## src/rtl/dpll_nco.sv

```systemverilog
// -----------------------------------------------------------------------------
// dpll_nco -- numerically controlled oscillator for the data-separator DPLL.
//
// A phase accumulator advances by freq_word on every enabled clock. Its MSB
// is the recovered bit clock: low for the first half of a bit cell and high
// for the second half. A registered one-cycle strobe marks the mid-bit
// sampling instant, which is the MSB 0->1 crossing. The loop filter trims
// phase through a signed adjustment. The adjustment is sign-extended and
// shifted left by ADJ_SHIFT, and it is applied even while the accumulator
// is otherwise held.
//
// Parameters
//   ACC_WIDTH  phase accumulator / freq_word width (> ADJ_WIDTH)
//   ADJ_WIDTH  phase_adj width, signed two's complement
//   ADJ_SHIFT  left shift applied to the sign-extended phase_adj
//
// Ports
//   clk              in   system clock
//   reset_n          in   asynchronous active-low reset
//   enable           in   1 = accumulate freq_word, 0 = hold phase
//   freq_word        in   per-clock phase increment
//   phase_adj        in   signed phase correction
//   phase_adj_valid  in   apply phase_adj this cycle
//   bit_clk          out  recovered bit clock (accumulator MSB)
//   phase_accum      out  registered accumulator value
//   sample_point     out  one-cycle mid-bit strobe, coincident with bit_clk rise
//   bit_boundary     out  (only with NCO_BIT_BOUNDARY_EN defined) one-cycle
//                         pulse when the enabled accumulator wraps, which
//                         marks the start of a bit cell
//
// Configuration macro: NCO_BIT_BOUNDARY_EN (adds the bit_boundary output).
// -----------------------------------------------------------------------------
module dpll_nco #(
  parameter int ACC_WIDTH = 32,
  parameter int ADJ_WIDTH = 16,
  parameter int ADJ_SHIFT = 16
) (
  input  logic                 clk,
  input  logic                 reset_n,
  input  logic                 enable,
  input  logic [ACC_WIDTH-1:0] freq_word,
  input  logic [ADJ_WIDTH-1:0] phase_adj,
  input  logic                 phase_adj_valid,
  output logic                 bit_clk,
  output logic [ACC_WIDTH-1:0] phase_accum,
  output logic                 sample_point
`ifdef NCO_BIT_BOUNDARY_EN
  ,
  output logic                 bit_boundary
`endif
);

  localparam int MSB = ACC_WIDTH - 1;

  logic [ACC_WIDTH-1:0] phase_accum_q, phase_accum_d;
  logic                 sample_point_q, sample_point_d;
  logic [ACC_WIDTH-1:0] freq_inc;
  logic [ACC_WIDTH-1:0] adj_ext;
  logic [ACC_WIDTH-1:0] adj_inc;
  logic [ACC_WIDTH-1:0] inc;

`ifdef NCO_BIT_BOUNDARY_EN
  logic                 bit_boundary_q, bit_boundary_d;
`endif

  // NOTE: every signal written here gets an unconditional value first, so
  // no path through the block leaves a variable unassigned (no latches).
  always_comb begin
    freq_inc       = '0;
    adj_inc        = '0;
    adj_ext        = {{(ACC_WIDTH-ADJ_WIDTH){phase_adj[ADJ_WIDTH-1]}}, phase_adj};

    if (enable)          freq_inc = freq_word;
    // The shift pushes the correction into the upper phase bits.
    // 0x1000 << 16 = 1/16 of a bit cell.
    if (phase_adj_valid) adj_inc  = adj_ext << ADJ_SHIFT;

    // A negative adjustment is two's complement, so one modular add
    // handles both signs. The result wraps silently.
    inc            = freq_inc + adj_inc;
    phase_accum_d  = phase_accum_q + inc;

    // Mid-bit sample point is the MSB 0->1 crossing. Crossings caused only
    // by an adjustment while disabled must not strobe, so the strobe is
    // qualified with enable.
    sample_point_d = enable & ~phase_accum_q[MSB] & phase_accum_d[MSB];

`ifdef NCO_BIT_BOUNDARY_EN
    // A modular add carried out exactly when the result is below the old
    // value. A non-negative increment then means a genuine forward wrap
    // (MSB 1->0). A negative adjustment does not count as a wrap.
    bit_boundary_d = enable & ~inc[MSB] & (phase_accum_d < phase_accum_q);
`endif
  end

  // NOTE: sequential state uses non-blocking assignments only. All flops
  // then sample their inputs on the same edge, regardless of statement order.
  always_ff @(posedge clk or negedge reset_n) begin
    if (!reset_n) begin
      phase_accum_q  <= '0;
      sample_point_q <= 1'b0;
    end else begin
      phase_accum_q  <= phase_accum_d;
      sample_point_q <= sample_point_d;
    end
  end

`ifdef NCO_BIT_BOUNDARY_EN
  always_ff @(posedge clk or negedge reset_n) begin
    if (!reset_n) bit_boundary_q <= 1'b0;
    else          bit_boundary_q <= bit_boundary_d;
  end

  assign bit_boundary = bit_boundary_q;
`endif

  // bit_clk comes straight from the accumulator flop. It therefore clears
  // together with the async reset and lines up with the registered strobe.
  assign bit_clk      = phase_accum_q[MSB];
  assign phase_accum  = phase_accum_q;
  assign sample_point = sample_point_q;

endmodule

```

## config.mk

```make
export PLATFORM = sky130hd
export DESIGN_NAME = dpll_nco
export DESIGN_NICKNAME = d
export VERILOG_FILES = /design/src/rtl/dpll_nco.sv
export SDC_FILE = /design/constraint.sdc
export NUM_CORES = 1
export LEC_CHECK = 0
export ABC_AREA = 1
export BUFFER_PORTS_ARGS = -buffer_cell sky130_fd_sc_hd__buf_2
export CELL_PAD_IN_SITES_DETAIL_PLACEMENT = 2
export CELL_PAD_IN_SITES_GLOBAL_PLACEMENT = 2
export CORE_ASPECT_RATIO = 1.75
export CORE_MARGIN = 5
export CORE_UTILIZATION = 30
export DETAILED_ROUTE_END_ITERATION = 8
export GPL_TIMING_DRIVEN = 0
export PLACE_DENSITY = 0.82
export SETUP_SLACK_MARGIN = 0.02
export SLEW_MARGIN = 20
export SYNTH_ARGS = -nofsm -noshare
export SYNTH_HDL_FRONTEND = slang
export SYNTH_SLANG_ARGS = --single-unit
```

## constraint.sdc

```tcl
create_clock -name clk -period 2.75 [get_ports clk]
set_input_delay 0.1375 -clock clk [delete_from_list [all_inputs] [get_ports clk]]
set_output_delay 0.1375 -clock clk [all_outputs]
set_load 0.03 [all_outputs]
```

==> results of run 1 <==
[final timing paths]
| kind | from | endpoint | cells after the start | slack (ns) |
|---|---|---|---|---|
| setup / recovery | phase_accum[1]$_DFF_PN0_ | phase_accum[21]$_DFF_PN0_ | 14 | 0.25 |
| hold / removal | enable | sample_point$_DFF_PN0_ | 3 | 0.16 |
| setup reg to reg | phase_accum[1]$_DFF_PN0_ | phase_accum[21]$_DFF_PN0_ | 14 | 0.25 |
| hold reg to reg | phase_accum[0]$_DFF_PN0_ | phase_accum[0]$_DFF_PN0_ | 1 | 0.52 |
| max in group asynchronous | reset_n | phase_accum[0]$_DFF_PN0_ | 2 | 1.71 |
| min in group asynchronous | reset_n | phase_accum[11]$_DFF_PN0_ | 2 | 0.51 |
[final cells by class]
cell class              instances  area (µm²)  share of cell area
multi-input cells             411        2480               0.549
inverters                     106         398              0.0882
clock inverters                 1        7.51             0.00166
repair buffers                 84         425              0.0943
well taps                     168         210              0.0466
plain buffers                   6        35.0             0.00776
clock buffers                   7         133              0.0294
flip-flops and latches         33         826               0.183
[layer usage]
metal | part of all wire | vias up | track usage
li1 | - | 1876 | -
met1 | 0.32 | 1910 | 0.172
met2 | 0.62 | 72 | 0.419
met3 | 0.025 | 24 | 0.0195
met4 | 0.039 | 0 | 0.0882
met5 | 0 | - | 0
[cells in the mapped netlist]
master | count | area share
nand3_1 | 20 | 0.027
o21a_1 | 2 | 0.0040
a21oi_1 | 26 | 0.035
and2_1 | 1 | 0.0017
inv_1 | 106 | 0.11
buf_2 | 1 | 0.0013
and2_4 | 1 | 0.0023
nand4_1 | 3 | 0.0050
or2_0 | 1 | 0.0017
a21boi_0 | 2 | 0.0040
buf_4 | 1 | 0.0020
nand2_2 | 8 | 0.013
clkbuf_1 | 4 | 0.0040
xor2_1 | 18 | 0.042
clkbuf_2 | 1 | 0.0013
nor3_1 | 6 | 0.0080
o21ai_0 | 5 | 0.0067
nor2_2 | 2 | 0.0033
xnor2_1 | 1 | 0.0023
nand3b_1 | 2 | 0.0040
fa_1 | 16 | 0.086
nor2_1 | 50 | 0.050
ha_1 | 46 | 0.15
o21bai_1 | 8 | 0.016
nand2_1 | 190 | 0.19
dfrtp_1 | 33 | 0.22
a21o_1 | 3 | 0.0060
[power by group through the flow]
| stage | registers (µW) | logic, µW | clock network [µW] |
|---|---|---|---|
| final | 954 | 4050 | 572 |
| after global routing | 995 | 4510 | 610 |
| after CTS | 963 | 4130 | 596 |
| after detailed placement | 968 | 4080 | 0 |
| after global placement | 952 | 3880 | 0 |
| after floorplan | 1440 | 2300 | 0 |
[cells by family after synthesis]
family	count (synthesis)	synth area share
buffers and inverters	113	0.115
AND/OR/NAND/NOR	284	0.308
XOR/XNOR	19	0.0446
adder cells (fa/ha/maj)	62	0.240
AO/OA/AOI/OAI	46	0.0717
flip-flops	33	0.221
[metrics by stage]
| step | setup WS (ns) | TNS (ns) | hold WS [ns] | cell area (µm²) | total power, µW |
|---|---|---|---|---|---|
| after CTS | 0.105 | 0 | 0.160 | 4510 | 5690 |
| after global routing | 0.0199 | 0 | 0.184 | 4510 | 6120 |
| final | 0.246 | 0 | 0.156 | 4510 | 5580 |
| after floorplan | 0.423 | 0 | -0.158 | 3730 | 3740 |
| after detailed placement | -0.429 | -5.90 | 0.296 | 4360 | 5050 |
| after global placement | -0.366 | -3.41 | 0.288 | 4360 | 4840 |
[sequential cells by signal, indices dropped and copies added, names as in the netlist]
name and flops:
sample_point 1, phase_accum 32
[critical path: stages (launching register included)]
cell     delay [ns]
dfrtp_1        0.38
ha_1           0.30
ha_1           0.24
fa_1           0.42
nand2_1        0.09
nand2_1        0.11
and2_4         0.17
nand2_2        0.06
nand2_2        0.11
nand2_2        0.09
nand2_2        0.07
nand2_1        0.16
nand2_1        0.07
nand2_1        0.06
nand2_1        0.06
[what timing repair did]
item,in CTS,in global routing
hold buffers,1,0
hold endpoints to repair,33,0
setup endpoints to repair,11,6
gates resized for setup,2,5
==> impl_metrics.csv, run 1 <==
group,metric,value,unit
timing,max_slew_margin,0.433,
clock_network,postCtsSetupRepairBufs,0,
timing,finalSetupViolCount,0,
critical_path,crit_path_end_kind,"register",
run_status,status,"completed",
global_route,grt_pass1_vias,4506,
synth,synthDistinctLibCells,27,
synth,synth_cells,557,
timing,tightest_slew,0.851,ns
power,p_switching,3180,µW
floorplanning,die_x,94.3,µm
power,clockPowerShare,0.102,
critical_path,path_class,"reg2reg",
synth,yosys_register_bits,33,
floorplanning,die_y,158,µm
power,internal_power,2400,µW
min_path,hold_class,"in2reg",
route,drc,0,
timing,rsz0062_at_grt,"true",
global_route,grt_first_pass_wirelength,22.1,mm
cells_and_area,utilization,0.365,
synth,synth_seq_area_share,0.221,
timing,timing.fmax,0.399,GHz
clock_network,cts.htree.levels,2,
cells_and_area,final_common_cell,"nand2_1",
cells_and_area,final_nets,761,
global_route,antenna_found_initial,0,
synth,ys_warn_count,0,
critical_path,worstPathMaxFanout,4,
floorplanning,initial_core_util,0.302,
floorplanning,die-area,14900,µm²
timing,hold_viol_final,0,
power,seq_power_share,0.171,
power,switching_share,0.570,
power,combPwrFrac,0.727,
place,gp_congestion,0.880,
clock_network,clockRootBuffer,"clkbuf_16",
global_route,overflow,0,
clock_network,cts_made_buffers,5,
cells_and_area,fillers,1555,
synth,synth_area_per_cell,6.71,µm²
cells_and_area,syn_to_final_growth,20.8,%
timing,period_minus_slack,2.50,ns
floorplanning,ios,86,
timing,fin_crit_sh,0.911,
global_route,gr-usage-all-layers,0.195,
place,dp_cells,808,
power,p_per_area,1240,nW/µm²
power,vdd_drop_max,0.406,mV
place,hpwl,12.3,mm
route,wl_per_cell,17.1,µm
clock_network,cts_sinks,33,
clock_network,clk_path_buf_depth,2,
route,antenna_left,0,
clock_network,cts_tree,"done",
route,drt_pass1_iterations,4,
route,vias,3882,
global_route,grt_max_degree,34,
flow_run,maxCapViolations,0,
critical_path,required,2.93,ns
cells_and_area,diodes,0,
critical_path,worstPathArrival,2.68,ns
floorplanning,rows,54,
synth,syn_nets,671,
cells_and_area,drive_gt1_frac,0.164,
cells_and_area,instances_no_fill,816,
route,wl,14.0,mm
floorplanning,core_region_area,12400,µm²
cells_and_area,final_cell_mix,"nand2_1, inv_1, buf_2, nor2_1, ha_1",
synth,netlist_area,3730,µm²
place,numPortBuffers,83,
route,dr.first_iter.drc_count,55,
clock_network,path_clk_slew,0.06,ns
route,routed_via_density,4.76,
clock_network,worstSkewPairLatency,0.29,ns
timing,fin_skew,0.0105,ns
critical_path,critPathLaunchType,"register",
timing,slew_violations,0,
power,leakage,0.00283,µW
No activity file was read; power rests on OpenSTA's default activity.
==> run 2: changes to the inputs <==
CTS_BUF_LIST = sky130_fd_sc_hd__clkbuf_16   (was default)
PLACE_DENSITY = default   (was 0.82)
PLACE_DENSITY_LB_ADDON = 0.1   (was default)
==> impl_metrics.csv, run 2 (synthesis gave the netlist of run 1 again) <==
group,metric,value,unit
critical_path,required,2.93,ns
timing,fin_setup_tns,0,ns
timing,timing.fmax,0.400,GHz
clock_network,worstSkewPairLatency,0.29,ns
timing,fin_crit_sh,0.908,
global_route,grt_use_met2,0.414,
power,combPwrFrac,0.725,
power,switching_share,0.566,
floorplanning,initial_core_util,0.302,
critical_path,worstPathArrival,2.68,ns
route,dr.first_iter.drc_count,48,
place,numPortBuffers,83,
flow_run,maxCapViolations,0,
cells_and_area,largest_register_ffs,32,
timing,rsz0062_at_grt,"false",
power,seq_power_share,0.173,
run_status,status,"finished with violations",
global_route,busiest_layer,"met2",
floorplanning,die_x,94.3,µm
clock_network,cts_tree,"done",
global_route,gr-usage-all-layers,0.191,
timing,max_slew_margin,0.420,
critical_path,r2r-end,"phase_accum[30]$_DFF_PN0_",
cells_and_area,final_area,4490,µm²
clock_network,clockRootBuffer,"clkbuf_16",
route,vias,3829,
cells_and_area,final_cell_mix,"nand2_1, inv_1, buf_2, nor2_1, ha_1",
min_path,hold_class,"in2async",
global_route,overflow,0,
power,p_per_area,1220,nW/µm²
critical_path,regToRegStartpoint,"phase_accum[21]$_DFF_PN0_",
cells_and_area,instances_no_fill,814,
floorplanning,core_region_area,12400,µm²
power,total_power,5480,µW
critical_path,path_class,"reg2reg",
power,internal_power,2380,µW
critical_path,reg2regPathDepth,9,
place,hpwl,12.1,mm
power,p_switching,3100,µW
route,antenna_left,0,
timing,fin_skew,0.00566,ns
cells_and_area,drive_gt1_frac,0.163,
route,drc,0,
global_route,antenna_found_initial,0,
timing,hold_viol_final,33,
route,routed_via_density,4.70,
route,wl,13.5,mm
floorplanning,ios,86,
route,drt_pass1_iterations,4,
global_route,grt_use_met3,0.0190,
timing,slew_violations,0,
clock_network,cts.htree.levels,2,
global_route,grt_first_pass_wirelength,21.7,mm
clock_network,cts_made_buffers,5,
critical_path,crit_path_start,"phase_accum[21]$_DFF_PN0_",
global_route,grt_pass1_vias,4502,
global_route,grt.met1_usage,0.166,
clock_network,cts_sinks,33,
clock_network,path_clk_slew,0.06,ns
timing,worst_hold_slack,-0.0332,ns
power,leakage,0.00283,µW
cells_and_area,final_common_cell,"nand2_1",
place,post-place-ws,-0.480,ns
timing,finalSetupViolCount,0,
cells_and_area,final_nets,760,
place,place_area,4360,µm²
floorplanning,die-area,14900,µm²
place,dp_cells,808,
critical_path,crit_path_end_kind,"register",
run_status,violations,"hold timing",
timing,period_minus_slack,2.50,ns
cells_and_area,diodes,0,
critical_path,worst-r2r-setup-slack,0.25,ns
timing,fin_ws,0.252,ns
place,gp_congestion,0.851,
power,clockPowerShare,0.102,
power,vdd_drop_max,0.413,mV
timing,tightest_slew,0.869,ns
critical_path,worstPathMaxFanout,5,
clock_network,clk_path_buf_depth,2,
critical_path,critPathLaunchType,"register",
cells_and_area,syn_to_final_growth,20.3,%
global_route,grt_max_degree,34,
route,wl_per_cell,16.6,µm
floorplanning,die_y,158,µm
floorplanning,rows,54,
critical_path,crit_path_end,"phase_accum[30]$_DFF_PN0_",
==> run 2: cell types whose count changed in the layout (fill, tap and decap cells not counted), sizes merged <==
cell	delta
clkbuf	-3
inv	+1
clkinv	+1
buf	+1
clkinvlp	-1
dlygate4sd3	-1
==> run 2: power groups by stage <==
stage / combinational [µW] / sequential (µW) / clock, µW
floorplan: 2300 / 1440 / 0
detailed placement: 4050 / 963 / 0
global route: 4450 / 993 / 593
finish: 3980 / 948 / 558
global placement: 3920 / 948 / 0
CTS: 4090 / 956 / 579
==> run 2: per-stage QoR <==
step,hold slack (ns),utilization
final,-0.0332,0.363
after CTS,0.00934,0.363
after global placement,0.304,0.353
after floorplan,-0.158,-
after detailed placement,0.322,0.353
after global routing,0.0402,0.363
==> run 2: critical path, cell delays in order (launching register included) <==
cell and delay (ns):
dfrtp_1 0.40, fa_1 0.50, ha_1 0.37, a21oi_1 0.21, a21boi_1 0.26, nand2_1 0.14, a21oi_1 0.31, nand2_1 0.09
nand2_1 0.07, nand2_1 0.04
==> run 2: final cells by class <==
| class | instances | area (µm²) |
|---|---|---|
| clock buffer | 5 | 125 |
| multi-input combinational | 411 | 2480 |
| clock inverter | 2 | 7.51 |
| buffer | 6 | 32.5 |
| tap | 168 | 210 |
| fill | 1546 | 7870 |
| inverter | 106 | 398 |
| timing repair buffer | 83 | 415 |
| sequential | 33 | 826 |
==> run 2: layer usage <==
layer  up-vias  wire [µm]
li1       1874          -
met4         0        490
met5         -          0
met2        56       8430
met3        23        223
met1      1876       4380
==> run 2: worst min-delay path by stage <==
| stage | endpoint | cells past startpoint |
|---|---|---|
| after floorplan | phase_accum[0]$_DFF_PN0_ | 0 |
| after global placement | phase_accum[21]$_DFF_PN0_ | 1 |
| after detailed placement | phase_accum[21]$_DFF_PN0_ | 1 |
| after CTS | phase_accum[21]$_DFF_PN0_ | 1 |
| after global routing | phase_accum[22]$_DFF_PN0_ | 1 |
| final | phase_accum[22]$_DFF_PN0_ | 1 |
==> run 2: timing repair <==
| action | 4_1_cts | 5_1_grt |
|---|---|---|
| hold buffers | 0 | 0 |
| buffers inserted | 0 | 0 |
| endpoints found under the setup margin | 14 | 4 |
| cloned | 0 | 0 |
| resized for setup | 2 | 4 |
